[src/rtl/led_bar_pattern_gen.sv]
// led_bar_pattern_gen: WIDTH-bit LED bar pattern generator driven by a
// prescaled step tick. Patterns: count up, count down, ping-pong scan, blink.
// Run/pause, single-step and a 4-level speed divider.
// Build option: define LEDOUT_ACTIVE_LOW_EN for common-anode bars
// (LEDOUT = ~pattern, all LEDs off in reset).
module led_bar_pattern_gen #(
    parameter int WIDTH    = 10,
    parameter int PRESCALE = 3000000,
    parameter int PS_W     = 25
) (
    input  logic             CLK,
    input  logic             RSTn,
    input  logic [1:0]       MODE,
    input  logic             RUN,
    input  logic             STEP,
    input  logic [1:0]       SPEED,
    output logic [WIDTH-1:0] LEDOUT,
    output logic             STEP_EV
);

    typedef enum logic {LEFT = 1'b0, RIGHT = 1'b1} dir_t;

    localparam logic [1:0]       M_UP   = 2'b00;
    localparam logic [1:0]       M_DOWN = 2'b01;
    localparam logic [1:0]       M_SCAN = 2'b10;
    localparam logic [PS_W-1:0]  PS_MAX = PS_W'(PRESCALE);
    localparam logic [PS_W-1:0]  PS_ONE = PS_W'(1);
    localparam logic [WIDTH-1:0] ZERO   = '0;
    localparam logic [WIDTH-1:0] ONES   = '1;
    localparam logic [WIDTH-1:0] BIT0   = WIDTH'(1);

    logic [PS_W-1:0]  prescaler;
    logic [2:0]       subdiv;
    logic [WIDTH-1:0] pattern;
    dir_t             scan_dir;
    logic [1:0]       mode_q;

    logic             base_tick, adv_run, adv, mode_chg, one_hot, go_left;
    logic [2:0]       sub_lim;
    logic [WIDTH-1:0] pat_init, pat_next;
    dir_t             dir_next;

    // Tick generation, speed limit, advance qualification
    always_comb begin
        case (SPEED)
            2'd0:    sub_lim = 3'd0;
            2'd1:    sub_lim = 3'd1;
            2'd2:    sub_lim = 3'd3;
            default: sub_lim = 3'd7;
        endcase
        base_tick = RUN && (prescaler == PS_MAX);
        adv_run   = base_tick && (subdiv == sub_lim);
        adv       = (RUN && adv_run) || (!RUN && STEP);
        mode_chg  = (MODE != mode_q);
    end

    // Next pattern for the current mode, and reload value for a new mode
    always_comb begin
        pat_init = ZERO;
        case (MODE)
            M_DOWN:  pat_init = ONES;
            M_SCAN:  pat_init = BIT0;
            default: pat_init = ZERO;
        endcase

        one_hot  = (pattern != ZERO) && ((pattern & (pattern - BIT0)) == ZERO);
        // Head left unless already at the top; bit0 always bounces left
        go_left  = ((scan_dir == LEFT) && !pattern[WIDTH-1]) || pattern[0];
        pat_next = pattern;
        dir_next = scan_dir;
        case (mode_q)
            M_UP:   pat_next = pattern + BIT0;
            M_DOWN: pat_next = pattern - BIT0;
            M_SCAN: begin
                if (!one_hot) begin
                    pat_next = BIT0;
                    dir_next = LEFT;
                end else if (go_left) begin
                    pat_next = pattern << 1;
                    dir_next = pattern[WIDTH-2] ? RIGHT : LEFT;
                end else begin
                    pat_next = pattern >> 1;
                    dir_next = pattern[1] ? LEFT : RIGHT;
                end
            end
            default: pat_next = (pattern == ZERO) ? ONES : ZERO;
        endcase
    end

    // Prescaler, speed divider, scan FSM and pattern register
    always_ff @(posedge CLK or negedge RSTn) begin
        if (!RSTn) begin
            prescaler <= '0;
            subdiv    <= '0;
            pattern   <= ZERO;
            scan_dir  <= LEFT;
            mode_q    <= M_UP;
            STEP_EV   <= 1'b0;
        end else begin
            mode_q  <= MODE;
            STEP_EV <= 1'b0;
            if (mode_chg) begin
                // New mode restarts from its seed; a coincident advance is dropped
                pattern   <= pat_init;
                scan_dir  <= LEFT;
                prescaler <= '0;
                subdiv    <= '0;
            end else begin
                if (!RUN || base_tick)
                    prescaler <= '0;
                else
                    prescaler <= prescaler + PS_ONE;

                // Reaching or overshooting the limit clears; only an exact hit advances
                if (!RUN)
                    subdiv <= '0;
                else if (base_tick)
                    subdiv <= (subdiv >= sub_lim) ? 3'd0 : subdiv + 3'd1;

                if (adv) begin
                    pattern  <= pat_next;
                    scan_dir <= dir_next;
                    STEP_EV  <= 1'b1;
                end
            end
        end
    end

`ifdef LEDOUT_ACTIVE_LOW_EN
    assign LEDOUT = ~pattern;
`else
    assign LEDOUT = pattern;
`endif

endmodule

[config.mk]
export PLATFORM = sky130hd
export DESIGN_NAME = led_bar_pattern_gen
export DESIGN_NICKNAME = d
export VERILOG_FILES = /design/src/rtl/led_bar_pattern_gen.sv
export SDC_FILE = /design/constraint.sdc
export NUM_CORES = 1
export LEC_CHECK = 0
export ABC_AREA = 1
export CAP_MARGIN = 20
export CELL_PAD_IN_SITES_DETAIL_PLACEMENT = 0
export CELL_PAD_IN_SITES_GLOBAL_PLACEMENT = 1
export CORE_AREA = 2 2 66 114
export DETAILED_ROUTE_END_ITERATION = 6
export DIE_AREA = 0 0 68 116
export PLACE_DENSITY_LB_ADDON = 0.1
export SLEW_MARGIN = 40
export SYNTH_ARGS = -nofsm -noshare
export SYNTH_HDL_FRONTEND = slang
export SYNTH_SLANG_ARGS = --single-unit
[constraint.sdc]
create_clock -name CLK -period 3.5 [get_ports CLK]
set_input_delay 0.525 -clock CLK [delete_from_list [all_inputs] [get_ports CLK]]
set_output_delay 0.525 -clock CLK [all_outputs]
set_load 0.01 [all_outputs]
Word level (Yosys, flattened, before mapping) --
Index checks and enable logic that the tools add are counted.
Word-level totals: output and inout port bits 11, input port bits 8, flip-flop bits (word level) 42
Cells by class: bitwise logic cells 2, muxes and demuxes 23, order comparisons 1, $add $sub $neg 4, equal/unequal tests 10, reduce and logical (&&, ||, !) cells 19
Operators by type and width (count):
- 10-bit 2-to-1 mux | 5
- 25-bit 2-to-1 mux | 2
- 10-bit one-hot mux with 3 select lines | 1
- 25-bit by 1-bit adder with 25-bit output, second input constant | 1
- 25-bit by 22-bit equality test with 1-bit output, second input constant | 1
- 10-bit logical NOT | 2
- 10-bit one-hot mux with 2 select lines | 1
- 3-bit 2-to-1 mux | 4
- 10-bit by 1-bit adder with 10-bit output, second input constant | 1
- 10-bit bitwise AND | 1
- 10-bit nonzero test | 1
- 10-bit by 1-bit subtractor with 10-bit output, second input constant | 1
- 1-bit 2-to-1 mux | 9
- 3-bit one-hot mux with 3 select lines | 1
- 2-bit by 1-bit equality test with 1-bit output, second input constant | 3
- 2-bit equality test, second input constant | 3
- 1-bit logical AND | 6
- 2-bit logical NOT | 2
- 2-bit nonzero test | 2
- 3-bit by 1-bit adder with 3-bit output, second input constant | 1
- 3-bit equality test | 1
- 3-bit greater-or-equal comparator | 1
- 1-bit logical OR | 3
- 3-bit by 1-bit != test with 1-bit output, second input constant | 1
- 4 further kinds | 5

Logic depth before layout (Yosys ltp) --
Gate-level depths: netlist (run 1).
word-level depth 8, gate-level depth with buffers 16, gate-level depth less buffers 16

Least setup slack after synthesis (run 1) --
Ideal clock, no wire load.
path type reg-to-reg, start point reg pattern[0] (netlist: LEDOUT[0]), end point reg pattern[6] (netlist: LEDOUT[6]), stages on the path, launching flop included 16, period minus slack after synthesis 2.185 ns, path slack 1.315 ns, arrival time 2.113 ns, path buffers 0, data required time 3.428 ns, library setup time 0.072 ns, cells stage by stage dfrtp_1 -> clkinv_1 -> ha_1 -> inv_1 -> nor3_2 -> nand3_1 -> ha_1 -> nor3_1 -> nand2_1 -> nor2_1 -> nand2_1 -> nor2_2 -> nand2_1 -> nand2_1 -> nor2_1 -> nor2_1
On the way: longest elaborated chain between the ends 8, elaborated cells on any way between the ends 14
Ends and longest elaborated chain:
- start, declared | RTL line 34 | logic [WIDTH-1:0] pattern;
- start signal, assigned | RTL line 104 | pattern <= pat_init;
- start signal, assigned | RTL line 121 | pattern <= pat_next;
- 10-bit by 1-bit subtractor with 10-bit output | RTL line 66, 73
- 10-bit bitwise AND | RTL line 66 | one_hot = (pattern != ZERO) && ((pattern & (pattern - BIT0)) == ZERO);
- 10-bit logical NOT | RTL line 66
- 1-bit logical AND | RTL line 66
- 10-bit 2-to-1 mux | RTL line 75 | if (!one_hot) begin
- 10-bit one-hot mux with 3 select lines * | RTL line 71 | case (mode_q)
- 10-bit 2-to-1 mux * | RTL line 120 | if (adv) begin
- 10-bit 2-to-1 mux * | RTL line 102 | if (mode_chg) begin
Every way passes the cells marked *; elsewhere a longest branch is shown, timed or not. The select of a mux whose other input is x is not followed. A chain may end at the register's enable or synchronous reset.

Worst setup path after layout (run 1) --
start point reg pattern[0] (netlist: LEDOUT[0]), end point reg pattern[4] (netlist: LEDOUT[4])
The elaborated chain is that of the path after synthesis.

==> impl_metrics.csv, run 1 <==
group,metric,value,unit
place,placed_cells,564,
timing,post-route-period-util,0.793,
timing,final.setup.tns,0,ps
logic_synthesis,synth_area,3110,um^2
drt,highest-signal-layer,"met4",
place,place_congestion,0.901,
clocking,cts-resized-gates,0,
worst_setup_path,crit_chain,"clkinv_1 > ha_1 > inv_1 > nor3_2 > nand3_1 > ha_1 > nor3_1 > nand2_1 > nor2_1 > nand2_1 > nor2_2 > nand2_1 > nand2_1 > nor2_1 > nor2_1",
timing,whs,223,ps
timing,slew_headroom,0.570,
clocking,path_clk_slew,60,ps
final_layout,fin_cells,572,
drt,wl_met2,5310,um
place,port_buffers,18,
clocking,clk_latency,290,ps
global_routing,grt_pass1_vias,3094,
timing,slew_viol_final,0,
timing,max_clock_freq,0.360,GHz
timing,worst_slew_pin_slew,643,ps
global_routing,grt_start_max_net_pins,43,
timing,setup_viol,0,
power_and_ir_drop,powerDensity,380,nW/um^2
worst_setup_path,crit_top_cell,"nand2_1",
worst_setup_path,rr_worst_depth,15,
global_routing,overflow,0,
power_and_ir_drop,leakage,1.57,nW
worst_setup_path,slowest_stage,"dfrtp_1",
logic_synthesis,synth_seq_cells,42,
drt,wl_met3,224,um
logic_synthesis,syn_area_per_cell,6.66,um^2
clocking,cts-htree-levels,2,
worst_setup_path,cp.required,3720,ps
logic_synthesis,ys_types,33,
worst_setup_path,path_class,"reg -> reg",
drt,totalWireLength,9280,um
final_layout,n_fill_cell,746,
logic_synthesis,synth_cells,467,
timing,fin_crit,2780,ps
logic_synthesis,ys_async_sr_fraction,1.00,
clocking,postCtsHoldBufs,0,
status,run_status,"finished, final reports clean",
worst_setup_path,critPathLaunchType,"flop",
floorplan,chipWidth,68,um
final_layout,nNetsFinal,512,
drt,first_pass_iters,5,
clocking,root_buffer,"clkbuf_16",
logic_synthesis,synth_top_area_share,0.338,
logic_synthesis,synth_edf_count,0,
clocking,cts_buffers,5,
run,max_cap_viol_count,0,
place,dp_hpwl,7290,um
final_layout,layout-drive-gt1-share,0.0615,
power_and_ir_drop,ir_worst_vdd,352,uV
global_routing,grt_pass1_wl,14900,um
drt,wl_per_cell,16.2,um
drt,postRouteAntennaNets,0,
floorplan,coreArea,6910,um^2
drt,wl_met1,3240,um
worst_setup_path,endpoint_kind,"flop",
logic_synthesis,synth_flop_cell,"dfrtp_1",
drt,vias,3073,
worst_setup_path,reg2reg_slack,720,ps
logic_synthesis,synth_fp_nets,492,
logic_synthesis,seq_area_frac_synth,0.338,
clocking,tritoncts,"built",
drt,drtIter0Drc,146,
worst_hold_path,min_path_type,"in -> async",
floorplan,fp.dieH,116,um
drt,drc_errors,0,
final_layout,final_util,0.508,
final_layout,areaGrowthSynthToFinish,12.7,%
floorplan,dieArea,7890,um^2
logic_synthesis,ys_top_cells_by_area,"dfrtp_1, nand2_1, nor2_1, inv_1, ha_1",
clocking,ctsLongestPathBuffers,2,
worst_setup_path,path_max_fanout,10,
timing,final_hold_viol_count,0,
clocking,cts_sinks,42,
worst_setup_path,timing.rr.end,"LEDOUT[4]",
worst_setup_path,timing.rr.start,"LEDOUT[0]",
drt,viasPerCell,5.37,
worst_setup_path,setup.worst_path.start,"LEDOUT[0]",
timing,rsz0062_at_grt,"false",
worst_setup_path,cp.arrival,2990,ps
final_layout,diodes,0,
floorplan,initial_core_util,0.451,
logic_synthesis,synth_warnings,0,
clocking,cts_setup_buffers,0,
floorplan,pin_count,19,
floorplan,rows,40,
worst_setup_path,slowest_delay,470,ps
global_routing,antenna_found_initial,0,
timing,clock_skew,4.98,ps
logic_synthesis,synth_top_cell_by_area,"dfrtp_1",
global_routing,grtUsageTotal,0.259,
[per-stage QoR]
step | worst slack, ps | power [W] | instance area [um^2]
2_1_floorplan | 1310 | 0.000740 | 3110
3_3_place_gp | 793 | 0.000861 | 3360
3_5_place_dp | 737 | 0.000864 | 3360
4_1_cts | 725 | 0.00134 | 3510
5_1_grt | 365 | 0.00140 | 3510
6_report | 724 | 0.00133 | 3510
[final cells by class]
type	instances	area (um^2)	area share
Clock inverter	1	5.00	0.00143
Inverter	61	229	0.0653
Clock buffer	7	143	0.0407
Sequential cell	42	1050	0.300
Tap cell	84	105	0.0300
Timing Repair Buffer	18	178	0.0507
Multi-Input combinational cell	359	1800	0.512
[flip-flops by register name, summed over array words and instances (netlist names)]
signal and flops:
scan_dir 1, prescaler 25, LEDOUT 10, mode_q 2
subdiv 3, STEP_EV 1
[worst max-delay path by stage]
stage / end / slack (ps) / depth (start not counted)
after floorplan: LEDOUT[6] / 1310 / 15
after detailed placement: LEDOUT[4] / 740 / 15
after CTS: LEDOUT[4] / 730 / 15
after global routing: LEDOUT[2] / 370 / 15
final: LEDOUT[4] / 720 / 15
after global placement: LEDOUT[4] / 790 / 15
[power breakdown]
part           internal [W]  switching (W)
logic              0.000116       0.000185
clock network      0.000283       0.000190
registers          0.000507      0.0000504
total              0.000906       0.000425
[worst max-delay path: cells and delay by family (launching register included)]
| kind | cells | cell delay (ps) |
|---|---|---|
| and+or+nand+nor | 11 | 1550 |
| DFF | 1 | 470 |
| adders and majority gates | 2 | 380 |
| buffers and inverters | 2 | 300 |
[layout by cell type, fill, tap and decap left out]
cell type / n
nor2_2: 5
nand2_2: 4
xor2_1: 3
nand3_1: 30
or2_4: 1
or2_2: 6
clkbuf_8: 1
clkbuf_1: 1
inv_1: 58
clkinv_1: 1
clkinv_2: 1
ha_1: 17
nor3_2: 1
o211ai_1: 3
nand2_1: 105
clkdlybuf4s50_1: 17
a21oi_1: 18
or2_0: 1
nor2_4: 1
o21ai_0: 34
a211oi_1: 1
or2_1: 1
o21bai_1: 2
nor2_1: 86
inv_2: 2
dfrtp_1: 42
nand4_1: 14
a31oi_1: 2
nor3_1: 15
buf_4: 1
o21ai_1: 1
nand3_2: 2
clkbuf_16: 5
nor4_1: 2
xnor2_1: 4
[synthesized netlist by cell type (2+ instances only)]
cell,number
nor4_1,2
nand3_2,2
nor2_2,5
or2_2,6
a31oi_1,2
nand2_1,105
xnor2_1,4
nand3_1,30
nor2_1,86
o21ai_0,34
a21oi_1,18
nand4_1,14
buf_4,2
dfrtp_1,42
inv_1,58
nand2_2,4
o21bai_1,2
inv_2,2
xor2_1,3
ha_1,17
o211ai_1,3
nor3_1,15
[cell families after synthesis]
logic type / count (synthesis) / share of synthesized area
buffers and inverters: 66 / 0.0852
XOR/XNOR: 7 / 0.0197
AND/OR/NAND/NOR: 274 / 0.385
adder cells (fa/ha/maj): 17 / 0.0684
flip-flops: 42 / 0.338
AO/OA/AOI/OAI: 61 / 0.104
[per-layer routing]
metal / GRT usage / up-vias
li1: - / 1551
met2: 0.503 / 69
met3: 0.0350 / 29
met1: 0.239 / 1424
met5: 0 / -
met4: 0.155 / 0
(Power assumes the default switching activity.)
==> inputs of run 2 (changes only) <==
--- a/config.mk
+++ b/config.mk
@@ -9,9 +9,9 @@
 export CAP_MARGIN = 20
 export CELL_PAD_IN_SITES_DETAIL_PLACEMENT = 0
 export CELL_PAD_IN_SITES_GLOBAL_PLACEMENT = 1
-export CORE_AREA = 2 2 66 114
+export CORE_AREA = 2 2 71 124
 export DETAILED_ROUTE_END_ITERATION = 6
-export DIE_AREA = 0 0 68 116
+export DIE_AREA = 0 0 73 126
 export PLACE_DENSITY_LB_ADDON = 0.1
 export SLEW_MARGIN = 40
 export SYNTH_ARGS = -nofsm -noshare
==> constraint.sdc (replaced) <==
create_clock -name CLK -period 2.5 [get_ports CLK]
set_input_delay 0.375 -clock CLK [delete_from_list [all_inputs] [get_ports CLK]]
set_output_delay 0.375 -clock CLK [all_outputs]
set_load 0.01 [all_outputs]
==> run 2 against run 1 <==
Non-clock buffer count up 18. Clock-buffer cell count unchanged. Final cell count up 4.5%. Worst hold slack worse by 180 ps. Critical path depth unchanged. Via count up 2.8%.
==> impl_metrics.csv, run 2 (same netlist as run 1, synthesis figures left out) <==
group,metric,value,unit
clocking,path_clk_slew,60,ps
worst_setup_path,timing.rr.end,"LEDOUT[3]",
worst_hold_path,min_path_type,"in -> async",
final_layout,layout-drive-gt1-share,0.0968,
worst_setup_path,cp.arrival,2500,ps
power_and_ir_drop,ir_worst_vdd,401,uV
global_routing,grt_pass1_vias,3301,
worst_setup_path,path_class,"reg -> reg",
floorplan,rows,44,
final_layout,areaGrowthSynthToFinish,18.1,%
global_routing,overflow,0,
clocking,clk_latency,290,ps
drt,drtIter0Drc,86,
power_and_ir_drop,p_clk_frac,0.368,
worst_setup_path,path_max_fanout,4,
global_routing,grtUsageTotal,0.231,
global_routing,grt_start_max_net_pins,23,
drt,totalWireLength,9860,um
clocking,root_buffer,"clkbuf_16",
worst_setup_path,setup.worst_path.start,"LEDOUT[1]",
clocking,ctsLongestPathBuffers,2,
worst_setup_path,crit_end,"LEDOUT[3]",
final_layout,largest-register,"prescaler",
clocking,postCtsHoldBufs,0,
timing,clock_skew,4.76,ps
timing,post-route-period-util,0.911,
final_layout,layout_common_cells,"nand2_1, nor2_1, inv_1, dfrtp_1, o21ai_0",
timing,max_clock_freq,0.439,GHz
power_and_ir_drop,p_sw_frac,0.309,
worst_setup_path,cp.required,2720,ps
place,dp_hpwl,8060,um
clocking,cts_buffers,5,
drt,postRouteAntennaNets,0,
clocking,cts_sinks,42,
global_routing,antenna_found_initial,0,
timing,rsz0062_at_grt,"false",
power_and_ir_drop,power.total,0.00202,W
final_layout,largest_reg_flops,25,
timing,worst_slew_pin_slew,659,ps
worst_setup_path,timing.rr.start,"LEDOUT[1]",
clocking,cts_setup_buffers,0,
clocking,cts-htree-levels,2,
power_and_ir_drop,leakage,1.66,nW
worst_setup_path,critPathLaunchType,"flop",
drt,vias,3159,
timing,final_hold_viol_count,0,
floorplan,coreArea,8200,um^2
final_layout,nNetsFinal,530,
power_and_ir_drop,p_sw,0.000625,W
run,max_cap_viol_count,0,
power_and_ir_drop,p_comb_frac,0.261,
drt,wl_per_cell,16.5,um
floorplan,dieArea,9200,um^2
power_and_ir_drop,pwr-share-seq,0.371,
floorplan,fp.dieH,126,um
timing,slew_headroom,0.559,
worst_setup_path,reg2reg_slack,220,ps
power_and_ir_drop,internal-power,0.00139,W
worst_setup_path,rr_worst_depth,15,
clocking,tritoncts,"built",
floorplan,chipWidth,73,um
final_layout,final_common_cell,"nand2_1",
timing,fin_crit,2280,ps
place,place_congestion,0.910,
drt,first_pass_iters,4,
floorplan,pin_count,19,
timing,final.setup.tns,0,ps
floorplan,initial_core_util,0.379,
final_layout,diodes,0,
place,port_buffers,18,
clocking,cts-resized-gates,0,
timing,setup_viol,0,
drt,viasPerCell,5.28,
timing,slew_viol_final,0,
status,run_status,"finished, final reports clean",
drt,drc_errors,0,
power_and_ir_drop,powerDensity,549,nW/um^2
global_routing,grt_pass1_wl,15900,um
worst_setup_path,endpoint_kind,"flop",
-- run 2: changes by cell type in the layout (fill, tap and decap cells not counted), sizes merged --
cell | before | now
buf | 1 | 19
bufinv | 0 | 1
clkinv | 2 | 1
-- run 2: how the worst min path moves through the flow --
| stage | from | end | slack (ps) |
|---|---|---|---|
| 2_1_floorplan | RSTn | LEDOUT[0] | 80 |
| 3_3_place_gp | RSTn | prescaler[0] | 360 |
| 3_5_place_dp | RSTn | prescaler[6] | 360 |
| 4_1_cts | RSTn | prescaler[6] | 50 |
| 5_1_grt | RSTn | prescaler[0] | 90 |
| 6_report | RSTn | prescaler[6] | 40 |
-- run 2: critical path: stages (launching register included) --
cell,delay (ps)
dfrtp_1,400
nor2_1,160
nand3_1,80
inv_1,60
nand2_1,70
nor2_1,130
nand4_1,110
ha_1,200
nor3_1,160
nand2_1,80
nor2_2,120
nand2_2,100
buf_4,150
o21bai_1,210
nor2_1,70
nor2_1,100
-- run 2: cell type report --
class	instances	area (um^2)
Clock buffer	7	133
Multi-Input combinational cell	359	1810
Sequential cell	42	1050
Timing Repair Buffer	36	310
Inverter	61	229
Tap cell	92	115
Clock inverter	1	30.0
Fill cell	873	4530
-- run 2: power by group through the flow --
stage / Clock (W) / Sequential (W) / Combinational [W]
CTS: 0.000766 / 0.000748 / 0.000527
detailed placement: 0 / 0.000761 / 0.000526
global route: 0.000788 / 0.000752 / 0.000588
global placement: 0 / 0.000760 / 0.000524
floorplan: 0 / 0.000781 / 0.000255
finish: 0.000744 / 0.000749 / 0.000526
-- run 2: through the flow --
step | setup WS (ps) | instance area [um^2] | utilization | hold slack [ps] | instances
2_1_floorplan | 315 | 3110 | - | 79.4 | 467
3_5_place_dp | 106 | 3500 | 0.427 | 364 | 590
6_report | 223 | 3670 | 0.448 | 39.6 | 598
5_1_grt | 27.1 | 3670 | 0.448 | 85.3 | 598
4_1_cts | 155 | 3660 | 0.447 | 54.3 | 598
3_3_place_gp | 117 | 3500 | 0.427 | 362 | 590
-- run 2: routing by layer --
metal,global-route usage,vias up,routed length [um]
met4,0.137,0,522
met5,0,-,0
met2,0.467,63,5890
li1,-,1585,-
met1,0.199,1477,3230
met3,0.0272,34,221
